### src/rtl/audio_sched_pkg.sv
// ----------------------------------------------------------------------------
// audio_sched_pkg
// Shared types and constants for the audio playback scheduler.
//   state_e       : scheduler FSM states.
//   DEFAULT_SEL_W : default clip-select width (matches the Audio block).
// ----------------------------------------------------------------------------
package audio_sched_pkg;

    localparam int unsigned DEFAULT_SEL_W = 3;

    typedef enum logic [2:0] {
        StIdle,
        StLaunch,
        StWaitLow,
        StPlay,
        StGap
    } state_e;

endpackage

### src/rtl/rr_picker.sv
// ----------------------------------------------------------------------------
// rr_picker
// Combinational round-robin selector. Searches the pending vector starting at
// the pointer and wrapping at NUM_REQ; returns the first set index.
//   i_pend  : pending flags, one per requester
//   i_ptr   : search start index
//   o_idx   : winning requester index (valid only when o_valid)
//   o_valid : at least one requester pending
// ----------------------------------------------------------------------------
module rr_picker
    import audio_sched_pkg::*;
#(
    parameter int unsigned NUM_REQ = 4,
    parameter int unsigned IDX_W   = $clog2(NUM_REQ)
) (
    input  logic [NUM_REQ-1:0] i_pend,
    input  logic [IDX_W-1:0]   i_ptr,
    output logic [IDX_W-1:0]   o_idx,
    output logic               o_valid
);

    always_comb begin
        int unsigned k;
        k       = 0;
        o_idx   = '0;
        o_valid = 1'b0;
        // Walk from the farthest offset down so the nearest pending one wins.
        for (int off = NUM_REQ - 1; off >= 0; off--) begin
            k = (int'(i_ptr) + off) % NUM_REQ;
            if (i_pend[k[IDX_W-1:0]]) begin
                o_idx   = k[IDX_W-1:0];
                o_valid = 1'b1;
            end
        end
    end

endmodule

### src/rtl/audio_play_scheduler.sv
// ----------------------------------------------------------------------------
// audio_play_scheduler
// Shares one Audio playback block between NUM_REQ requesters. Latches one
// pending clip per requester, launches them round-robin, waits for the
// block's audioEnd, then inserts a silence gap before the next clip.
//   i_clk, i_rst     : clock, synchronous active-high reset
//   i_req, i_req_sel : request strobes and packed per-requester clip selects
//   o_grant, o_done  : one-hot pulses on clip launch / clip finish or abort
//   o_busy           : scheduler not idle
//   o_timeout        : sticky watchdog abort flag
//   o_audio_enable, o_audio_select, i_audio_end : Audio block handshake
// Optional: define AUDIO_SCHED_WATCHDOG_EN to abort clips whose audioEnd
// never arrives within TIMEOUT_CYCLES; otherwise o_timeout is tied low.
// ----------------------------------------------------------------------------
module audio_play_scheduler
    import audio_sched_pkg::*;
#(
    parameter int unsigned NUM_REQ        = 4,
    parameter int unsigned SEL_W          = DEFAULT_SEL_W,
    parameter int unsigned GAP_CYCLES     = 1000,
    parameter int unsigned TIMEOUT_CYCLES = 400_000_000
) (
    input  logic                     i_clk,
    input  logic                     i_rst,
    input  logic [NUM_REQ-1:0]       i_req,
    input  logic [NUM_REQ*SEL_W-1:0] i_req_sel,
    output logic [NUM_REQ-1:0]       o_grant,
    output logic [NUM_REQ-1:0]       o_done,
    output logic                     o_busy,
    output logic                     o_timeout,
    output logic                     o_audio_enable,
    output logic [SEL_W-1:0]         o_audio_select,
    input  logic                     i_audio_end
);

    localparam int unsigned IDX_W = $clog2(NUM_REQ);
    localparam int unsigned GAP_W = $clog2(GAP_CYCLES + 1);

    state_e             r_state;
    logic [NUM_REQ-1:0] r_pend;
    logic [SEL_W-1:0]   r_pend_sel [NUM_REQ];
    logic [IDX_W-1:0]   r_rr;
    logic [IDX_W-1:0]   r_win;
    logic [GAP_W-1:0]   r_gap_cnt;
    logic               r_end_s1;
    logic               r_end_s2;
    logic [NUM_REQ-1:0] r_grant;
    logic [NUM_REQ-1:0] r_done;
    logic               r_busy;
    logic               r_audio_enable;
    logic [SEL_W-1:0]   r_audio_select;

    logic [IDX_W-1:0]   w_pick_idx;
    logic               w_pick_valid;
    logic [NUM_REQ-1:0] w_win_onehot;
    logic               w_launch;

    assign w_win_onehot = {{(NUM_REQ-1){1'b0}}, 1'b1} << r_win;
    assign w_launch     = (r_state == StLaunch);

    rr_picker #(
        .NUM_REQ (NUM_REQ),
        .IDX_W   (IDX_W)
    ) u_rr_picker (
        .i_pend  (r_pend),
        .i_ptr   (r_rr),
        .o_idx   (w_pick_idx),
        .o_valid (w_pick_valid)
    );

    // audioEnd comes from another timing domain.
    always_ff @(posedge i_clk) begin
        if (i_rst) begin
            r_end_s1 <= 1'b0;
            r_end_s2 <= 1'b0;
        end else begin
            r_end_s1 <= i_audio_end;
            r_end_s2 <= r_end_s1;
        end
    end

    // Pending table: a new request beats a same-cycle launch clear.
    always_ff @(posedge i_clk) begin
        if (i_rst) begin
            r_pend <= '0;
            for (int i = 0; i < NUM_REQ; i++) r_pend_sel[i] <= '0;
        end else begin
            for (int i = 0; i < NUM_REQ; i++) begin
                if (i_req[i]) begin
                    r_pend[i]     <= 1'b1;
                    r_pend_sel[i] <= i_req_sel[i*SEL_W +: SEL_W];
                end else if (w_launch && (r_win == IDX_W'(i))) begin
                    r_pend[i] <= 1'b0;
                end
            end
        end
    end

`ifdef AUDIO_SCHED_WATCHDOG_EN
    localparam int unsigned WD_W = $clog2(TIMEOUT_CYCLES + 1);
    logic [WD_W-1:0] r_wd_cnt;
    logic            r_timeout;
    logic            w_wd_expired;
    assign w_wd_expired = (r_wd_cnt >= WD_W'(TIMEOUT_CYCLES - 1));
    assign o_timeout    = r_timeout;
`else
    logic w_unused_timeout;
    assign w_unused_timeout = (TIMEOUT_CYCLES == 0);
    assign o_timeout        = 1'b0;
`endif

    always_ff @(posedge i_clk) begin
        if (i_rst) begin
            r_state        <= StIdle;
            r_rr           <= '0;
            r_win          <= '0;
            r_gap_cnt      <= '0;
            r_grant        <= '0;
            r_done         <= '0;
            r_busy         <= 1'b0;
            r_audio_enable <= 1'b0;
            r_audio_select <= '0;
`ifdef AUDIO_SCHED_WATCHDOG_EN
            r_wd_cnt       <= '0;
            r_timeout      <= 1'b0;
`endif
        end else begin
            r_grant <= '0;
            r_done  <= '0;
            unique case (r_state)
                StIdle: begin
                    if (w_pick_valid) begin
                        r_win          <= w_pick_idx;
                        r_audio_select <= r_pend_sel[w_pick_idx];
                        r_busy         <= 1'b1;
                        r_state        <= StLaunch;
                    end
                end
                StLaunch: begin
                    r_audio_enable <= 1'b1;
                    r_grant        <= w_win_onehot;
                    r_rr           <= (r_win == IDX_W'(NUM_REQ - 1)) ? '0 : r_win + 1'b1;
                    r_state        <= StWaitLow;
`ifdef AUDIO_SCHED_WATCHDOG_EN
                    r_wd_cnt       <= '0;
`endif
                end
                StWaitLow: begin
                    // Block has acknowledged the start once audioEnd drops.
                    if (!r_end_s2) r_state <= StPlay;
`ifdef AUDIO_SCHED_WATCHDOG_EN
                    if (w_wd_expired) begin
                        r_audio_enable <= 1'b0;
                        r_done         <= w_win_onehot;
                        r_timeout      <= 1'b1;
                        r_gap_cnt      <= '0;
                        r_state        <= StGap;
                    end else begin
                        r_wd_cnt <= r_wd_cnt + 1'b1;
                    end
`endif
                end
                StPlay: begin
                    if (r_end_s2) begin
                        r_audio_enable <= 1'b0;
                        r_done         <= w_win_onehot;
                        r_gap_cnt      <= '0;
                        r_state        <= StGap;
                    end
`ifdef AUDIO_SCHED_WATCHDOG_EN
                    else if (w_wd_expired) begin
                        r_audio_enable <= 1'b0;
                        r_done         <= w_win_onehot;
                        r_timeout      <= 1'b1;
                        r_gap_cnt      <= '0;
                        r_state        <= StGap;
                    end else begin
                        r_wd_cnt <= r_wd_cnt + 1'b1;
                    end
`endif
                end
                StGap: begin
                    // Stays GAP_CYCLES+1 cycles; counter stops at its limit.
                    if (r_gap_cnt >= GAP_W'(GAP_CYCLES)) begin
                        r_busy  <= 1'b0;
                        r_state <= StIdle;
                    end else begin
                        r_gap_cnt <= r_gap_cnt + 1'b1;
                    end
                end
                default: r_state <= StIdle;
            endcase
        end
    end

    assign o_grant        = r_grant;
    assign o_done         = r_done;
    assign o_busy         = r_busy;
    assign o_audio_enable = r_audio_enable;
    assign o_audio_select = r_audio_select;

endmodule

### config.mk
export PLATFORM = sky130hd
export DESIGN_NAME = audio_play_scheduler
export DESIGN_NICKNAME = d
export VERILOG_FILES = /design/src/rtl/audio_sched_pkg.sv /design/src/rtl/rr_picker.sv /design/src/rtl/audio_play_scheduler.sv
export SDC_FILE = /design/constraint.sdc
export NUM_CORES = 1
export LEC_CHECK = 0
export BUFFER_PORTS_ARGS = -buffer_cell sky130_fd_sc_hd__clkbuf_2
export CORE_ASPECT_RATIO = 0.7
export CORE_UTILIZATION = 50
export DETAILED_ROUTE_END_ITERATION = 12
export PLACE_DENSITY = 0.75
export RECOVER_POWER = 100
export SKIP_LAST_GASP = 1
export SLEW_MARGIN = 20
export SYNTH_ARGS = -nofsm -noshare
export SYNTH_HDL_FRONTEND = slang
export SYNTH_SLANG_ARGS = --single-unit
### constraint.sdc
create_clock -name i_clk -period 1.93 [get_ports i_clk]
set_clock_uncertainty 0.2 [all_clocks]
set_input_delay 0.386 -clock i_clk [delete_from_list [all_inputs] [get_ports i_clk]]
set_output_delay 0.386 -clock i_clk [all_outputs]
set_load 0.01 [all_outputs]
Word-level counts from Yosys, hierarchy flattened. Memory sizes are Yosys's and may differ from the RTL's. A register that Yosys moved wholly into a read port is not among the register bits. Index checks and enable logic that the tools add are counted. W data, S select, Z words.

Register bits after elaboration: 33. Bits in writable memories: 12. Input port bits: 19. Output and inout port bits: 14. Word-level logic and storage cells: 121. Memories: 1.

Add/sub/neg operators: 5. Order comparisons: 5. Equal/unequal tests: 12. Shift-type cells: 1. Multiplexer cells: 56. Bitwise logic cells: 7. Reductions and logical operators: 20.

Memories: r_pend_sel (words 4, width 3, read ports 1, clocked after Yosys merged registers in 1, wr ports 4, line audio_play_scheduler.sv:41) `logic [SEL_W-1:0] r_pend_sel [NUM_REQ];`.

Operator list (count): $mux W1 (33); $mux W3 (8); $mux W10 (2); $pmux W10 S2 (1); $pmux W3 S5 (1); $reduce_bool A2 Y1 (7); $lt A2 B3 Y1 const B (4); $add A10 B1 Y10 const B (1); $ge A10 B10 Y1 const B (1); $mux W2 (5); $bmux W1 S2 (4); $ne A2 B2 Y1 const B (4); $eq A3 B2 Y1 const B (2); $reduce_and A3 Y1 (2); $add A2 B1 Y2 const B (2); $add A2 B2 Y2 const B (2); $eq A2 B2 Y1 const B (2); $logic_and A1 B1 Y1 (4); $or A1 B1 Y1 (4); $pmux W1 S2 (2); $reduce_and A2 Y1 (2); $reduce_and A4 Y1 (1); $shl A1 B2 Y4 const A (1); $eq A3 B1 Y1 const B (1); other kinds (8) (10).

Longest topological paths before layout. Gate-level depths: netlist of the first run.

Depth in word-level cells: 9. Depth in mapped cells: 6. Depth with buffers taken out: 6.

Modules after synthesis. A second synthesis of the first run with hierarchy kept.

Cells, all modules: 216. Area, all modules: 2188.3 um^2.

Modules (own cells, without submodules): audio_play_scheduler (times used 1, cells each 203, area each 2110.8 um^2); rr_picker (times used 1, cells each 13, area each 77.6 um^2).

Worst setup path after synthesis of the first run. No wires, ideal clock.

Path kind: flip-flop to flip-flop. Start point: register r_rr[1]. End point: register r_audio_select[0], in the netlist o_audio_select[0] (read register of r_pend_sel). Library setup time: 0.126 ns. Data arrival time: 1.464 ns. Setup slack: 0.140 ns. Stages on the path, launching flop included: 6. Path buffers: 0. Cell sequence: dfxtp_1 -> mux2i_1 -> nor2_1 -> nor3_2 -> mux2i_1 -> o221ai_2.

Longest elaborated chain between the ends: 8. Elaborated cells between the ends (all ways): 20. Those cells by class: add/sub: 3; mux: 16; reduce/logical: 1.

Ends and longest elaborated chain: from (decl) (line audio_play_scheduler.sv:42) `logic [IDX_W-1:0] r_rr;`; from (signal assigned) (line audio_play_scheduler.sv:142) `r_rr <= (r_win == IDX_W'(NUM_REQ - 1)) ? '0 : r_win + 1'b1;`; $add A2 B2 Y2 (line rr_picker.sv:29) `k = (int'(i_ptr) + off) % NUM_REQ;`; $bmux W1 S2 (line rr_picker.sv:30) `if (i_pend[k[IDX_W-1:0]]) begin`; $mux W1 (implied by the code) (line rr_picker.sv:30); $mux W1 (4 in series) (line rr_picker.sv:30); $reduce_and A2 Y1 (no line); to (decl) (line audio_play_scheduler.sv:51) `logic [SEL_W-1:0] r_audio_select;`.

Several ways; a longest one is shown, not always the timed one. The select of a mux whose other input is x is not followed. A chain may end at the register's enable or synchronous reset.

Worst setup path in the final report of the first run.
Start point: register r_state[0]. End point: register r_audio_select[2], in the netlist o_audio_select[2] (read register of r_pend_sel).

Longest elaborated chain between the ends: 2.

Ends and longest elaborated chain: from (decl) (line audio_play_scheduler.sv:39) `state_e r_state;`; from (signal assigned) (line audio_play_scheduler.sv:114) `r_state <= StIdle;`; from (signal assigned) (line audio_play_scheduler.sv:136) `r_state <= StLaunch;`; from (signal assigned) (line audio_play_scheduler.sv:143) `r_state <= StWaitLow;`; $logic_not A3 Y1 (line audio_play_scheduler.sv:130) `unique case (r_state)`; $reduce_and A2 Y1 (no line).

Every way passes these cells.

==> results of run 1 <==
stage by stage:
stage / util / hold WS, ns / instances / worst slack, ns / setup TNS, ns
after floorplan: - / 0.214 / 210 / 0.140 / 0
after global placement: 0.590 / 0.217 / 295 / 0.0927 / 0
after detailed placement: 0.590 / 0.230 / 295 / 0.0653 / 0
after CTS: 0.618 / 0.0898 / 303 / 0.0335 / 0
after global routing: 0.615 / 0.114 / 303 / -0.0435 / -0.0847
final: 0.615 / 0.0916 / 303 / 0.0670 / 0
cell families after synthesis:
family                   after synthesis
other                                  1
buffers and inverters                 16
flip-flops                            48
XOR/XNOR                               6
AND/OR/NAND/NOR                       92
multiplexers                           9
adder cells (fa/ha/maj)                6
AO/OA/AOI/OAI                         32
timing repair:
action	in CTS	in global routing
setup endpoints to repair	0	11
hold buffers	0	0
resized for setup	0	5
path summary, 6_finish.rpt:
kind                                     endpoint  depth (start not counted)   startpoint  slack (ns)
worst max register to register  o_audio_select[2]                          5   r_state[0]        0.07
worst min-delay path                     r_end_s1                          2  i_audio_end        0.09
worst max-delay path            o_audio_select[2]                          5   r_state[0]        0.07
worst min register to register           r_end_s2                          1     r_end_s1        0.24
synthesized netlist by cell type, types with 3 or more instances:
library cell  count
a211oi_1          4
nand2_1          13
or2_2             4
and2_1           21
nand3_1           3
a21oi_1          17
nand3b_1          3
ha_1              6
nor2_1           24
xnor2_1           6
clkbuf_1          4
inv_1             9
dfxtp_1          36
mux2i_1           9
edfxtp_1         12
nor2b_1           6
worst reg2reg max path: cells and delay by family (launching register included):
family / cells / cell delay, ns
AND/OR/NAND/NOR: 3 / 0.86
flip-flops: 1 / 0.39
AO/OA/AOI/OAI: 2 / 0.34
per-layer routing:
metal,up-vias,global-route usage,part of all wire,routed length (um)
li1,796,-,-,-
met1,685,0.308,0.53,2060
met2,56,0.248,0.39,1500
met3,7,0.0656,0.068,265
met4,0,0.0779,0.017,67
met5,-,0,0,0
power by group through the flow:
stage | combinational [mW] | clock, mW | sequential (mW)
3_3_place_gp | 0.259 | 0 | 1.16
3_5_place_dp | 0.267 | 0 | 1.16
6_report | 0.258 | 0.720 | 1.15
2_1_floorplan | 0.171 | 0 | 1.16
4_1_cts | 0.268 | 0.731 | 1.14
5_1_grt | 0.287 | 0.773 | 1.15
sequential cells by signal, summed over array words and instances (netlist names):
name / flops
o_audio_enable: 1
o_audio_select: 3
o_busy: 1
o_done: 4
o_grant: 4
r_end_s1: 1
r_end_s2: 1
r_gap_cnt: 10
r_pend: 4
r_pend_sel: 12
r_rr: 2
r_state: 3
r_win: 2
layout make-up:
type / count / area [sq um] / share of cell area
Sequential cell: 48 / 1080 / 0.444
Multi-Input combinational cell: 146 / 953 / 0.390
Timing Repair Buffer: 40 / 194 / 0.0794
Clock buffer: 5 / 68.8 / 0.0282
Tap cell: 52 / 65.1 / 0.0266
Clock inverter: 3 / 42.5 / 0.0174
Inverter: 9 / 33.8 / 0.0138
==> impl_results.md, run 1 <==
* Critical Path Max Stage Delay at 0.39 ns
* Power Internal at 1.59 mW
* All-Layer GR Usage at 0.199
* Max-cap violations at 0
* N_diodes at 0
* Synth Area in Compound Gates at 0.102
* Total core area at 0.00397 sq mm
* GPL Wtd Cong at 0.820
* Post-Synthesis Cell Area at 0.00209 sq mm
* Area share of the largest cell type after synthesis at 0.345
* P&R area growth vs syn at 17.0%
* Post CTS Setup Buffer Count at 0
* EDFF count, synth at 12
* Detail Route Antenna Nets at 0
* Vias in the first global route at 1,372
* Critical path arrival at 1.88 ns
* CTS sink cnt at 48
* RSZ-0062 raised after global routing: yes
* Nets at 275
* Slew @ Worst Pin at 0.497 ns
* Area leader, netlist: dfxtp_1
* Finished Cell Area at 0.00244 sq mm
* Routed vias/inst at 5.10
* Detail Placement HPWL at 3040 um
* Leak pwr at 0.923 nW
* Post-Synth Simple-Gate Area at 0.241
* CTS H-Tree Depth at 2
* Final Cycle Share at 0.965
* Count of cell types in the netlist at 42
* Initial antenna violation count at 0
* CTS tree: done
* Largest family of logic cells by synthesized area: simple AND/OR/NAND/NOR gates
* Die Ht at 56.1 um
* Post-Synthesis Cells at 210
* Setup crit start kind: flop
* IO Port Bufs at 31
* Starting density of the core at 0.526
* Tmin final at 1.86 ns
* Worst skew pair latency at 0.30 ns
* Top delay family on crit path: simple AND/OR/NAND/NOR gates
* Achievable Freq at 537 MHz
* CP max-delay cell: dfxtp_1
* Routed vias at 1,544
* Pwr/cell area at 870 mW/mm^2
* Synth Area in Adders at 0.0359
* Fillers at 340
* CP max FO at 5
* Mux cell area share after synthesis at 0.0431
* Post-Synth XOR/XNOR Area at 0.0252
* Clock tree buffer depth at 2
* Register bit total from synthesis at 48
* Number of CTS-inserted buffers at 5
* FP Rows at 19
* CP Class: reg2reg
* Syn Nets at 235
* Power, Total at 2.12 mW
* Slew headroom at 0.666
* Commonest register cell after synthesis: dfxtp_1
* Die X at 79.2 um
* Most frequent cells in the layout: dfxtp_1, nor2_1
* Reg power frac at 0.539
* Nature of the critical path endpoint: flop
* Hold Crit Class: in2reg
* Clock power share at 0.339
* Worst EP required at 1.95 ns
* Largest net degree at the start of global routing at 16
* CP bufs+invs at 0
* Combinational share of power at 0.121
* Die area at 0.00444 sq mm
* Commonest non-fill, non-tap cell in the layout: dfxtp_1
* Status: completed
* Syn Area/Cell at 9.94 sq um
* Switching power at 0.529 mW
* Total grt overflow at 0
* Setup violations, final at 0
* Clk pin slew, worst setup/hold paths at 0.09 ns
* Sw Ratio at 0.249
* Routed Wire Length at 3890 um
* Final Hold Fails at 0
* Ratio of cells with drive above 1 in the final layout at 0.183
* Post-DR wirelength/cell at 12.9 um
* Worst vdd ir at 0.000552 V
* Asr flop ratio synth at 0
* Area post-placement at 0.00234 sq mm
* Area contributors post-synth: dfxtp_1, edfxtp_1, and2_1
* Drt first pass iters at 4
* Initial DRC count at 138
* First-pass GRT wire length at 6560 um
* CTS root buf: clkbuf_8
* Top Ports at 33
* Max Slew Vio Count at 0
* Synth Warn # at 0
* DRC at 0
* Worst-path cell chain: nor2_2 -> o41ai_1 -> or2_1 -> or3_1 -> o221ai_1
* Register area share after synthesis at 0.518
No activity file was read; power rests on OpenSTA's default activity.
==> inputs of run 2 (changes only) <==
--- a/config.mk
+++ b/config.mk
@@ -6,10 +6,12 @@
 export NUM_CORES = 1
 export LEC_CHECK = 0
 export BUFFER_PORTS_ARGS = -buffer_cell sky130_fd_sc_hd__clkbuf_2
+export CELL_PAD_IN_SITES_DETAIL_PLACEMENT = 1
+export CELL_PAD_IN_SITES_GLOBAL_PLACEMENT = 1
 export CORE_ASPECT_RATIO = 0.7
-export CORE_UTILIZATION = 50
+export CORE_UTILIZATION = 39
 export DETAILED_ROUTE_END_ITERATION = 12
-export PLACE_DENSITY = 0.75
+export PLACE_DENSITY_LB_ADDON = 0.1
 export RECOVER_POWER = 100
 export SKIP_LAST_GASP = 1
 export SLEW_MARGIN = 20
==> run 2 against run 1 <==
  * Die area grew 27%
  * Routed wire length grew 21%
  * First-iteration DRC count shrank 52%
  * Clock-buffer cell count is the same
  * Combinational power grew 4%
  * Total power grew 0.96%
  * Core utilization shrank 11 points
  * Global-route usage shrank 1.9 points
  * Clock power grew 2%
  * Critical path type unchanged
  * Largest power group unchanged
==> impl_results.md, run 2 (same netlist as run 1, synthesis figures left out) <==
* Drt first pass iters at 4
* Die area at 0.00566 sq mm
* Vias in the first global route at 1,510
* CTS tree: done
* Largest net degree at the start of global routing at 17
* Clock tree buffer depth at 2
* Total core area at 0.00497 sq mm
* Top Ports at 33
* Tmin final at 1.84 ns
* Commonest non-fill, non-tap cell in the layout: dfxtp_1
* Achievable Freq at 544 MHz
* Initial antenna violation count at 0
* Setup crit start kind: flop
* P&R area growth vs syn at 19.3%
* Detail Route Antenna Nets at 0
* Post-DR wirelength/cell at 14.6 um
* Routed vias at 1,570
* Setup violations, final at 0
* Regs by FF count: r_pend_sel: 12 flops, r_gap_cnt: 10 flops
* Final Cycle Share at 0.953
* Max Slew Vio Count at 0
* Global-route met2 utilization at 0.233
* Worst reg-to-reg path cell count at 5
* Top reg by flops: r_pend_sel
* CTS H-Tree Depth at 2
* Die X at 89.5 um
* Gr busiest metal: met1
* CTS root buf: clkbuf_8
* Area post-placement at 0.00238 sq mm
* Met3 Usage GRT at 0.0433
* Clk pin slew, worst setup/hold paths at 0.09 ns
* Routed vias/inst at 4.86
* First-pass GRT wire length at 7640 um
* Finished Cell Area at 0.00249 sq mm
* Starting density of the core at 0.421
* Slew @ Worst Pin at 0.619 ns
* Worst hold margin at 0.106 ns
* Final Hold Fails at 0
* Worst EP required at 1.96 ns
* Post CTS Setup Buffer Count at 0
* Slew headroom at 0.588
* Max reg flops at 12
* Die Ht at 63.2 um
* Routed Wire Length at 4710 um
* Total grt overflow at 0
* Flop2flop setup slack at 0.09 ns
* CTS sink cnt at 48
* DRC at 0
* Nature of the critical path endpoint: flop
* Nets at 278
* IO Port Bufs at 31
* Initial DRC count at 66
* Worst vdd ir at 0.000401 V
* Pwr/cell area at 861 mW/mm^2
* RSZ-0062 raised after global routing: no
* Worst skew pair latency at 0.30 ns
* CP max FO at 9
* Status: completed
* Fillers at 575
* Detail Placement HPWL at 3670 um
* GPL Wtd Cong at 0.757
* Hold Crit Class: in2reg
* Number of CTS-inserted buffers at 5
* Leak pwr at 0.946 nW
* # hold bufs at CTS at 0
* Most frequent cells in the layout: dfxtp_1, nor2_1, and2_0, clkbuf_2, a21oi_1
* Min-Delay Path Depth at 2
* Ratio of cells with drive above 1 in the final layout at 0.205
* FP Rows at 21
* M1 GR Usage at 0.293
* Max-cap violations at 0
* Critical path arrival at 1.87 ns
* CP Class: reg2reg
* All-Layer GR Usage at 0.180
* N_diodes at 0
run 2: cell types whose count changed in the layout (fill, tap and decap cells not counted), moves of 2 or more:
cell      before  now
clkinv_4       0    2
dfxtp_2        3    6
buf_4          6    8
dfxtp_1       33   30
run 2: power breakdown:
group          internal (mW)  total, mW  leakage, nW  switching (mW)
Clock                  0.390      0.732       0.0583           0.341
Combinational          0.115      0.268        0.463           0.152
Sequential              1.10       1.14        0.425          0.0485
Total                   1.60       2.14        0.946           0.542
run 2: per-layer routing:
metal  up-vias  share of wire
met3         2          0.038
met2        35           0.37
met4         0         0.0038
met5         -              0
met1       735           0.59
li1        798              -
run 2: layout make-up:
type,count,area [sq um],share of cell area
Timing Repair Buffer,43,218,0.0874
Tap cell,69,86.3,0.0347
Clock inverter,3,47.5,0.0191
Clock buffer,5,68.8,0.0276
Sequential cell,48,1090,0.437
Inverter,9,33.8,0.0136
Multi-Input combinational cell,146,948,0.381
run 2: stage by stage:
stage | setup TNS, ns | setup WS [ns] | cells | total power [mW] | util
after detailed placement | 0 | 0.0212 | 315 | 1.44 | 0.480
final | 0 | 0.0906 | 323 | 2.14 | 0.502
after global placement | -0.0293 | -0.0293 | 315 | 1.44 | 0.480
after global routing | 0 | 0.00944 | 323 | 2.25 | 0.502
after CTS | 0 | 0.0187 | 323 | 2.18 | 0.505
after floorplan | 0 | 0.140 | 210 | 1.33 | -
run 2: final timing paths:
check / startpoint / end
worst max-delay path: r_state[1] / r_gap_cnt[8]
worst min-delay path: i_audio_end / r_end_s1
worst max register to register: r_state[1] / r_gap_cnt[8]
worst min register to register: r_end_s1 / r_end_s2
run 2: worst max-delay path, stage by stage (launching register included):
cell and delay [ns]:
dfxtp_2 0.40, nand3_1 0.14, or2_1 0.34, and2_4 0.21
or3_1 0.34, a21oi_1 0.14
run 2: what timing repair did:
action,in CTS,in global routing
resized for setup,1,7
setup endpoints to repair,1,7
gates cloned,0,0
==> inputs of run 3 (changes only) <==
--- a/config.mk
+++ b/config.mk
@@ -5,12 +5,12 @@
 export SDC_FILE = /design/constraint.sdc
 export NUM_CORES = 1
 export LEC_CHECK = 0
-export BUFFER_PORTS_ARGS = -buffer_cell sky130_fd_sc_hd__clkbuf_2
 export CELL_PAD_IN_SITES_DETAIL_PLACEMENT = 1
 export CELL_PAD_IN_SITES_GLOBAL_PLACEMENT = 1
 export CORE_ASPECT_RATIO = 0.7
-export CORE_UTILIZATION = 39
+export CORE_UTILIZATION = 43
 export DETAILED_ROUTE_END_ITERATION = 12
+export DONT_BUFFER_PORTS = 1
 export PLACE_DENSITY_LB_ADDON = 0.1
 export RECOVER_POWER = 100
 export SKIP_LAST_GASP = 1
==> run 3 against run 2 <==
  * Combinational power down 5%
  * Total power down 0.81%
  * Critical path depth unchanged
  * Sequential share of layout area up 1.8 points
  * Critical path type unchanged
  * Worst setup slack worse by 0.017 ns
  * Non-clock buffer count down 30
  * First-iteration DRC count up 29%
  * Critical endpoint unchanged
  * Die area down 9.1%
  * Fmax down 0.90%
  * Clock power down 2.7%
==> impl_results.md, run 3 (same netlist as run 1, synthesis figures left out) <==
* Status: completed
* Flop2flop setup slack at 0.07 ns
* Nets at 248
* Clock tree buffer depth at 2
* Detail Route Antenna Nets at 0
* P&R area growth vs syn at 14.5%
* Reg power frac at 0.546
* Most frequent cells in the layout: dfxtp_1, nor2_1, a21oi_1
* Worst EP required at 1.96 ns
* Regs by FF count: r_pend_sel: 12 flops, r_gap_cnt: 10 flops
* GPL Wtd Cong at 0.913
* CTS sink cnt at 48
* CTS tree: done
* First-pass GRT wire length at 7190 um
* Post-Layout Cell Count at 279
* Post-route setup TNS at 0 ns
* Achievable Freq at 539 MHz
* Clock power share at 0.335
* Vias in the first global route at 1,486
* Top Ports at 33
* Leak pwr at 0.885 nW
* CTS root buf: clkbuf_8
* Placed Instances at 263
* Initial antenna violation count at 0
* CP max FO at 9
* All-Layer GR Usage at 0.189
* Top reg by flops: r_pend_sel
* Tmin final at 1.86 ns
* Setup violations, final at 0
* CP Class: reg2reg
* Die Ht at 60.3 um
* Post-DR wirelength/cell at 16.4 um
* Clk pin slew, worst setup/hold paths at 0.09 ns
* Max reg flops at 12
* Hold Crit Class: in2reg
* Final Hold Fails at 0
* DRC at 0
* Starting density of the core at 0.464
* Slew headroom at 0.653
* Slew @ Worst Pin at 0.517 ns
* Routed vias/inst at 5.35
* FP Rows at 20
* Switching power at 0.520 mW
* Pwr/cell area at 889 mW/mm^2
* Fillers at 515
* Nature of the critical path endpoint: flop
* Initial DRC count at 85
* Commonest non-fill, non-tap cell in the layout: dfxtp_1
* Drt first pass iters at 4
* Die X at 85.3 um
* Number of CTS-inserted buffers at 5
* Final Cycle Share at 0.962
* Finished Cell Area at 0.00239 sq mm
* Detail Placement HPWL at 3330 um
* Post CTS Setup Buffer Count at 0
* Total grt overflow at 0
* Worst vdd ir at 0.000359 V
* Max-cap violations at 0
* Die area at 0.00514 sq mm
* Ratio of cells with drive above 1 in the final layout at 0.156
* Total core area at 0.00450 sq mm
* Routed Wire Length at 4570 um
* Power Internal at 1.61 mW
* Area post-placement at 0.00216 sq mm
* Max Slew Vio Count at 0
* N_diodes at 0
* Worst hold margin at 0.00140 ns
* Largest net degree at the start of global routing at 34
* Routed vias at 1,492
* IO Port Bufs at 0
* Combinational share of power at 0.119
* Setup crit start kind: flop
* CTS H-Tree Depth at 2
* Sw Ratio at 0.244
* Worst skew pair latency at 0.30 ns
* Critical path arrival at 1.88 ns
[run 3: cell type report]
cell class,count,area [sq um],share of cell area
clock buffer,7,76.3,0.0319
clock inverter,1,30.0,0.0126
inverter,9,33.8,0.0141
multi-input combinational,146,977,0.409
sequential,48,1090,0.455
tap,55,68.8,0.0288
timing repair buffer,13,118,0.0492
[run 3: metal layers]
layer,vias up,wire (um),track usage
li1,737,-,-
met1,722,2360,0.265
met2,30,1980,0.295
met3,3,199,0.0566
met4,0,25,0.0357
met5,-,0,0
[run 3: power by group through the flow]
stage / clock, mW / sequential, mW / combinational (mW)
after floorplan: 0 / 1.16 / 0.171
after global placement: 0 / 1.17 / 0.206
after detailed placement: 0 / 1.18 / 0.217
after CTS: 0.734 / 1.15 / 0.238
after global routing: 0.778 / 1.17 / 0.283
final: 0.712 / 1.16 / 0.254
[run 3: final timing paths]
| path | start | end | cells past startpoint |
|---|---|---|---|
| max | r_state[0] | r_gap_cnt[8] | 5 |
| min | i_req[1] | r_pend[1] | 2 |
| max reg2reg | r_state[0] | r_gap_cnt[8] | 5 |
| min reg2reg | r_gap_cnt[9] | r_gap_cnt[9] | 2 |
[run 3: stage by stage]
stage	total power, mW	utilization	setup WS [ns]
6_report	2.13	0.531	0.0739
5_1_grt	2.23	0.531	-0.000607
4_1_cts	2.13	0.519	0.00884
3_5_place_dp	1.39	0.479	0.00190
3_3_place_gp	1.38	0.479	0.124
2_1_floorplan	1.33	-	0.140
[run 3: repair_timing]
item                                    in CTS  in global routing
resized for setup                            3                 12
endpoints found under the setup margin       2                 17
hold endpoints to repair                    17                 10
hold buffers                                 7                  1
[run 3: worst max-delay path: stages, from the launching register on]
cell and delay, ns:
dfxtp_2 0.37, nor3b_2 0.33, o31ai_4 0.19, and2_4 0.21, or3_1 0.34, a21oi_1 0.14
